**src/rtl/camera_frame_writer.sv**
```systemverilog
// OV2640 capture writer: frames the byte bus on vsync/href, packs RGB565 pairs to RGB444 and
// streams sequential BRAM writes. Define CAM_DECIMATE_EN for 2:1 decimation in both axes.
module camera_frame_writer #(
  parameter int unsigned HActive = 640,
  parameter int unsigned VActive = 480,
  parameter int unsigned AddrW   = 19
) (
  input  logic             clk_i,
  input  logic             rst_ni,
  input  logic             vsync_i,
  input  logic             href_i,
  input  logic [7:0]       data_in_i,
  output logic             wr_en_o,
  output logic [AddrW-1:0] wr_addr_o,
  output logic [11:0]      wr_data_o,
  output logic             frame_done_o,
  output logic [7:0]       frame_cnt_o,
  output logic             line_err_o
);

`ifdef CAM_DECIMATE_EN
  localparam int unsigned Depth = (HActive / 2) * (VActive / 2);
`else
  localparam int unsigned Depth = HActive * VActive;
`endif

  // Pair counter saturates one past HActive so over-long lines still fail the line check.
  localparam int unsigned XW = $clog2(HActive + 2);
  localparam int unsigned YW = $clog2(VActive + 1);
  localparam logic [XW-1:0]    XLim     = XW'(HActive);
  localparam logic [XW-1:0]    XMax     = XW'(HActive + 1);
  localparam logic [YW-1:0]    YLim     = YW'(VActive);
  localparam logic [AddrW-1:0] AddrLast = AddrW'(Depth - 1);

  typedef enum logic [1:0] {StSyncHi, StSyncLo, StActive} state_e;

  state_e state_q, state_d;

  logic             phase_q, phase_d;
  logic [6:0]       hi_q, hi_d;
  logic             href_q, href_d;
  logic [XW-1:0]    x_q, x_d;
  logic [YW-1:0]    y_q, y_d;
  logic [AddrW-1:0] addr_q, addr_d;
  logic             wr_en_q, wr_en_d;
  logic [AddrW-1:0] wr_addr_q, wr_addr_d;
  logic [11:0]      wr_data_q, wr_data_d;
  logic             frame_done_q, frame_done_d;
  logic [7:0]       frame_cnt_q, frame_cnt_d;
  logic             line_err_q, line_err_d;

  logic        in_range;
  logic        decim_ok;
  logic [11:0] pixel;

  assign in_range = (x_q < XLim) && (y_q < YLim);

`ifdef CAM_DECIMATE_EN
  assign decim_ok = ~x_q[0] & ~y_q[0];
`else
  assign decim_ok = 1'b1;
`endif

  // hi_q keeps {R[4:1], G[5:3]}; the low byte is taken straight off the bus.
  assign pixel = {hi_q[6:3], hi_q[2:0], data_in_i[7], data_in_i[4:1]};

  always_ff @(posedge clk_i) begin
    if (!rst_ni) begin
      state_q <= StSyncHi;
    end else begin
      state_q <= state_d;
    end
  end

  always_comb begin
    state_d = state_q;
    unique case (state_q)
      StSyncHi: if (vsync_i)  state_d = StSyncLo;
      StSyncLo: if (!vsync_i) state_d = StActive;
      StActive: if (vsync_i)  state_d = StSyncLo;
      default:                state_d = StSyncHi;
    endcase
  end

  always_comb begin
    phase_d      = phase_q;
    hi_d         = hi_q;
    href_d       = href_i;
    x_d          = x_q;
    y_d          = y_q;
    addr_d       = addr_q;
    wr_en_d      = 1'b0;
    wr_addr_d    = wr_addr_q;
    wr_data_d    = wr_data_q;
    frame_done_d = 1'b0;
    frame_cnt_d  = frame_cnt_q;
    line_err_d   = line_err_q;

    if (state_q != StActive) begin
      phase_d = 1'b0;
      x_d     = '0;
      y_d     = '0;
      addr_d  = '0;
    end else if (vsync_i) begin
      // Frame end also aborts any pending half pixel.
      phase_d = 1'b0;
      x_d     = '0;
      if (y_q == YLim) begin
        frame_done_d = 1'b1;
        frame_cnt_d  = frame_cnt_q + 8'd1;
      end else begin
        line_err_d = 1'b1;
      end
    end else if (href_i) begin
      phase_d = ~phase_q;
      if (!phase_q) begin
        hi_d = {data_in_i[7:4], data_in_i[2:0]};
      end else begin
        x_d = (x_q == XMax) ? x_q : x_q + 1'b1;
        if (in_range && decim_ok) begin
          wr_en_d   = 1'b1;
          wr_addr_d = addr_q;
          wr_data_d = pixel;
          if (addr_q != AddrLast) begin
            addr_d = addr_q + 1'b1;
          end
        end
      end
    end else begin
      phase_d = 1'b0;
      x_d     = '0;
      if (href_q) begin
        if ((x_q != XLim) || phase_q) begin
          line_err_d = 1'b1;
        end
        y_d = (y_q == YLim) ? y_q : y_q + 1'b1;
      end
    end
  end

  always_ff @(posedge clk_i) begin
    if (!rst_ni) begin
      phase_q      <= 1'b0;
      hi_q         <= '0;
      href_q       <= 1'b0;
      x_q          <= '0;
      y_q          <= '0;
      addr_q       <= '0;
      wr_en_q      <= 1'b0;
      wr_addr_q    <= '0;
      wr_data_q    <= '0;
      frame_done_q <= 1'b0;
      frame_cnt_q  <= '0;
      line_err_q   <= 1'b0;
    end else begin
      phase_q      <= phase_d;
      hi_q         <= hi_d;
      href_q       <= href_d;
      x_q          <= x_d;
      y_q          <= y_d;
      addr_q       <= addr_d;
      wr_en_q      <= wr_en_d;
      wr_addr_q    <= wr_addr_d;
      wr_data_q    <= wr_data_d;
      frame_done_q <= frame_done_d;
      frame_cnt_q  <= frame_cnt_d;
      line_err_q   <= line_err_d;
    end
  end

  assign wr_en_o      = wr_en_q;
  assign wr_addr_o    = wr_addr_q;
  assign wr_data_o    = wr_data_q;
  assign frame_done_o = frame_done_q;
  assign frame_cnt_o  = frame_cnt_q;
  assign line_err_o   = line_err_q;

endmodule

```
**config.mk**
```make
export PLATFORM = sky130hd
export DESIGN_NAME = camera_frame_writer
export DESIGN_NICKNAME = d
export VERILOG_FILES = /design/src/rtl/camera_frame_writer.sv
export SDC_FILE = /design/constraint.sdc
export NUM_CORES = 1
export LEC_CHECK = 0
export ABC_AREA = 1
export CORE_ASPECT_RATIO = 2
export CORE_MARGIN = 4
export CORE_UTILIZATION = 62
export CTS_BUF_LIST = sky130_fd_sc_hd__clkbuf_8
export DETAILED_ROUTE_END_ITERATION = 12
export GPL_TIMING_DRIVEN = 0
export PLACE_DENSITY = 0.88
export SYNTH_ARGS = -nofsm -noshare
export SYNTH_HDL_FRONTEND = slang
export SYNTH_SLANG_ARGS = --single-unit
```
**constraint.sdc**
```tcl
create_clock -name clk_i -period 3.2 [get_ports clk_i]
set_clock_uncertainty 0.05 [all_clocks]
set_input_delay 0.64 -clock clk_i [delete_from_list [all_inputs] [get_ports clk_i]]
set_output_delay 0.64 -clock clk_i [all_outputs]
set_load 0.02 [all_outputs]
```
Word-level counts from Yosys, hierarchy flattened

Index checks and enable logic that the tools add are counted.

Flip-flop bits (word level): 91
Input bits: 12
Logic and storage cells: 65

Add/subtract/negate cells: 4
Magnitude comparators: 2
Equality and inequality tests: 11
Multiplexer cells: 10
Bitwise gates (word level): 7
Reductions and logical operators: 18

Operators with widths:

| operator                                                         | count |
|---|---|
| 19-bit by 1-bit adder with 19-bit output (second input constant) | 1 |
| 19-bit != test (second input constant)                           | 1 |
| 5-bit AND reduction                                              | 3 |
| 10-bit by 1-bit adder with 10-bit output (second input constant) | 1 |
| 10-bit == test (second input constant)                           | 1 |
| 10-bit < comparator (second input constant)                      | 1 |
| 10-bit != test (second input constant)                           | 1 |
| 9-bit by 1-bit adder with 9-bit output (second input constant)   | 1 |
| 9-bit == test (second input constant)                            | 1 |
| 9-bit < comparator (second input constant)                       | 1 |
| 8-bit by 1-bit adder with 8-bit output (second input constant)   | 1 |
| 2-bit != test (second input constant)                            | 4 |
| 4-bit AND reduction                                              | 2 |
| 1-bit 2-to-1 mux                                                 | 7 |
| 1-bit inverter                                                   | 7 |
| 5-bit OR reduction                                               | 1 |
| 2-bit 2-to-1 mux                                                 | 2 |
| 2-bit one-hot mux with 2 select lines                            | 1 |
| 2-bit AND reduction                                              | 2 |
| 2-bit nonzero test                                               | 2 |
| 2-bit OR reduction                                               | 2 |
| 4-bit OR reduction                                               | 1 |
| 3-bit AND reduction                                              | 1 |
| 3-bit OR reduction                                               | 1 |
| 6 further kinds                                                  | 6 |

Depth between registers and ports, before layout

Word-level depth: 6
Gate-level depth with buffers: 10
Depth with buffers taken out: 10

Least setup slack after synthesis

OpenSTA, ideal clock, no wires.

Path type: input -> register
Start point: input vsync_i
End point: register addr_q[8]
Library setup time: 0.119 ns
Arrival time: 1.520 ns
Setup slack: 1.511 ns
Stages on the path: 9
Buffers on the path: 1
Path through: inv_2 -> nand2_2 -> nor2_4 -> nand2_1 -> nor2_2 -> nand2_4 -> buf_12 -> nor2_1 -> a21oi_1

Cells in the longest elaborated chain, start to end: 2

Ends and longest elaborated chain:

| item                          | line | text |
|---|---|---|
| from (decl)                   | 10   | `input logic vsync_i,` |
| 1-bit inverter (no line)      | --   |  |
| 5-bit AND reduction (no line) | --   |  |
| to (signal assigned)          | 161  | `addr_q <= addr_d;` |
| to (decl)                     | 44   | `logic [AddrW-1:0] addr_q, addr_d;` |

Every way passes these cells.
A chain may end at the register's enable or synchronous reset.

Worst setup path after layout

Start point: input rst_ni
End point: register x_q[6]

Cells in the longest elaborated chain, start to end: 2

Ends and longest elaborated chain:

| item                         | line | text |
|---|---|---|
| from (decl)                  | 9    | `input logic rst_ni,` |
| 1-bit inverter (no line)     | --   |  |
| 4-bit OR reduction (no line) | --   |  |
| to (signal assigned)         | 146  | `x_q <= '0;` |
| to (signal assigned)         | 159  | `x_q <= x_d;` |
| to (decl)                    | 42   | `logic [XW-1:0] x_q, x_d;` |

Every way passes these cells.

==> flow_summary.yaml <==
outcome:
  status: "complete, no violations"
cts:
  tritoncts: "done"
  htree_num_levels: 3
  numClockSinks: 91
  cts_hold_buf: 0
  clkTransAtPathRegs_ps: 80
  clock_latency_ps: 360
  cts_buffer_depth: 2
  ctsResizeCount: 0
  cts_setup_buffers: 0
  numCtsBuffers: 9
  clockRootBuffer: "clkbuf_8"
floorplanning:
  start_util: 0.632
  fp.dieH_um: 127
  core-area_sq_um: 6890
  ios: 54
  die_w_um: 67.3
  row_count: 43
  dieArea_sq_um: 8510
power:
  swShare: 0.226
  intPower_mw: 1.55
  powerDensity_nw_per_um2: 384
  peakVddDrop_mv: 0.333
  p_leak_nw: 1.96
  seqPwrFrac: 0.569
  combinationalPowerShare: 0.026
  p_clk_frac: 0.405
  power_switching_mw: 0.452
hold_path:
  hp-class: "flop to flop"
finish:
  drive_gt1_frac: 0.100
  fin_cells: 767
  final_nets: 691
  syn2layout_area_growth_pct: 19.5
  antennaDiodeCount: 0
routing:
  viasPerCell: 5.58
  wl_per_cell_um: 14.0
  drt_wl_total_um: 10700
  drc: 0
  ant_nets: 0
  vias: 4279
  first_pass_iters: 7
  drt-initial-drc-count: 364
synth:
  yosys_warnings: 0
  syn-num-nets: 627
  ys_ff_latch: 91
  async_flop_share: 0
  postSynthAreaPerCell_sq_um: 7.16
  yosys_most_used_dff: "dfxtp_1"
  syn-cell-area_sq_um: 4350
  synth_top_cell_by_area: "dfxtp_1"
  yosysSeqAreaShare: 0.418
  syn_inst: 608
  synthTopCellsByArea: "dfxtp_1 42%, nand2_1 12%, nor2_1 8.9%"
  synth_enable_flop_cells: 0
  synth_top_area_frac: 0.418
  ys_types: 32
setup_path:
  critPathRequiredTime_ps: 3430
  crit_type: "primary input to flop"
  start_kind: "primary input"
  cp_max_fo: 10
  setup.worst_path.end_class: "flop"
  worstPathArrival_ps: 2570
placement:
  portBuffers: 53
  pre_cts_slack_ps: 452
  globalplace.congestion: 0.909
  dp_hpwl_um: 7890
  dp_cells: 751
timing:
  fin_ws_ps: 858
  rsz0062_at_grt: "false"
  setup_violations: 0
  fmax_mhz: 427
  tightest_slew_ps: 504
  hold_viol: 0
  slew_violations: 0
  tns_ps: 0
  fin_crit_ps: 2340
  slew_headroom: 0.664
  timing.final.crit_share: 0.732
global_routing:
  grt_pass1_wl_um: 18100
  grt_pass1_vias: 4154
  grt.overflow.total: 0
  grt_usage: 0.270
  antenna_found_initial: 0
  grt_max_degree: 17
job:
  cap_violations: 0
critical path, stage by stage:
cell	delay, ps
clkdlybuf4s50_1	630
clkinv_1	380
nor2_2	400
inv_2	140
nor2_2	140
inv_2	100
a21oi_1	140
through the flow:
stage	cell area, sq um	power, mW	util	hold slack, ps
2_1_floorplan	4350	1.19	-	393
3_3_place_gp	5000	1.21	0.726	407
3_5_place_dp	5000	1.21	0.726	405
4_1_cts	5200	2.01	0.756	421
5_1_grt	5200	2.06	0.756	462
6_report	5200	2.00	0.756	425
registers in the layout (all words and copies together) (netlist names):
signal and cells:
addr_q 19, wr_addr_o 19, wr_data_o 12, x_q 10, y_q 9, frame_cnt_o 8
hi_q 7, state_q 2, frame_done_o 1, href_q 1, line_err_o 1, phase_q 1
wr_en_o 1
power by group through the flow:
stage / Sequential [mW] / Clock (mW) / Combinational, mW
3_3_place_gp: 1.16 / 0 / 0.0497
2_1_floorplan: 1.16 / 0 / 0.0240
4_1_cts: 1.14 / 0.819 / 0.0510
5_1_grt: 1.14 / 0.864 / 0.0561
6_report: 1.14 / 0.810 / 0.0513
3_5_place_dp: 1.16 / 0 / 0.0504
layout by cell type (no fill, tap or decap), drive strengths merged:
cell / netlist / final
nor3b: 2 / 2
nor2: 113 / 113
nand2: 151 / 151
nand4: 9 / 9
buf: 11 / 11
nand3: 24 / 24
ha: 7 / 7
or2: 1 / 1
clkdlybuf4s50: 0 / 53
o21ai: 52 / 52
bufinv: 0 / 1
clkinv: 2 / 5
a21oi: 55 / 55
inv: 55 / 57
dfxtp: 91 / 91
nor3: 6 / 6
xnor2: 6 / 6
xor2: 17 / 17
clkbuf: 5 / 15
a211oi: 1 / 1
final timing paths:
check / startpoint / endpoint / slack [ps] / cells past startpoint
worst max-delay path: rst_ni / x_q[6]$_SDFFE_PP0P_ / 860 / 7
worst min-delay path: line_err_o$_SDFFE_PN0P_ / line_err_o$_SDFFE_PN0P_ / 420 / 2
worst max register to register: addr_q[1]$_SDFFE_PP0P_ / addr_q[7]$_SDFFE_PP0P_ / 1380 / 10
worst min register to register: line_err_o$_SDFFE_PN0P_ / line_err_o$_SDFFE_PN0P_ / 420 / 2
cells by family after synthesis:
group / Yosys count / synth area share
buffers and inverters: 73 / 0.0733
XOR/XNOR: 23 / 0.0463
adder cells (fa/ha/maj): 7 / 0.0201
AO/OA/AOI/OAI: 108 / 0.132
AND/OR/NAND/NOR: 306 / 0.309
flip-flops: 91 / 0.418
per-layer routing:
layer,up-vias,wire length (um),GRT usage
met2,149,5780,0.487
met3,43,471,0.0478
met5,-,0,0
met4,0,509,0.148
li1,2069,-,-
met1,2018,3980,0.282
synth_stat cells, types with 2 or more instances:
cell type / n
nand2_1: 138
xor2_1: 17
nand2_4: 3
nor2_4: 5
buf_2: 6
nor2_2: 4
dfxtp_1: 91
ha_1: 7
xnor2_1: 6
clkbuf_1: 4
nor3b_1: 2
a21oi_1: 46
a21oi_2: 9
nand3_1: 23
nor3_1: 5
nor2_1: 103
buf_4: 3
nand2_2: 10
inv_1: 49
inv_2: 6
o21ai_0: 51
nand4_1: 9
clkinv_1: 2
layout make-up:
type / count / area, sq um
buffer: 16 / 105
multi-input combinational: 444 / 2210
inverter: 57 / 214
tap: 90 / 113
clock inverter: 6 / 70.1
timing repair buffer: 53 / 531
sequential: 91 / 1820
fill: 554 / 1680
clock buffer: 10 / 138
Note: power is estimated with default switching activity, not from simulation.
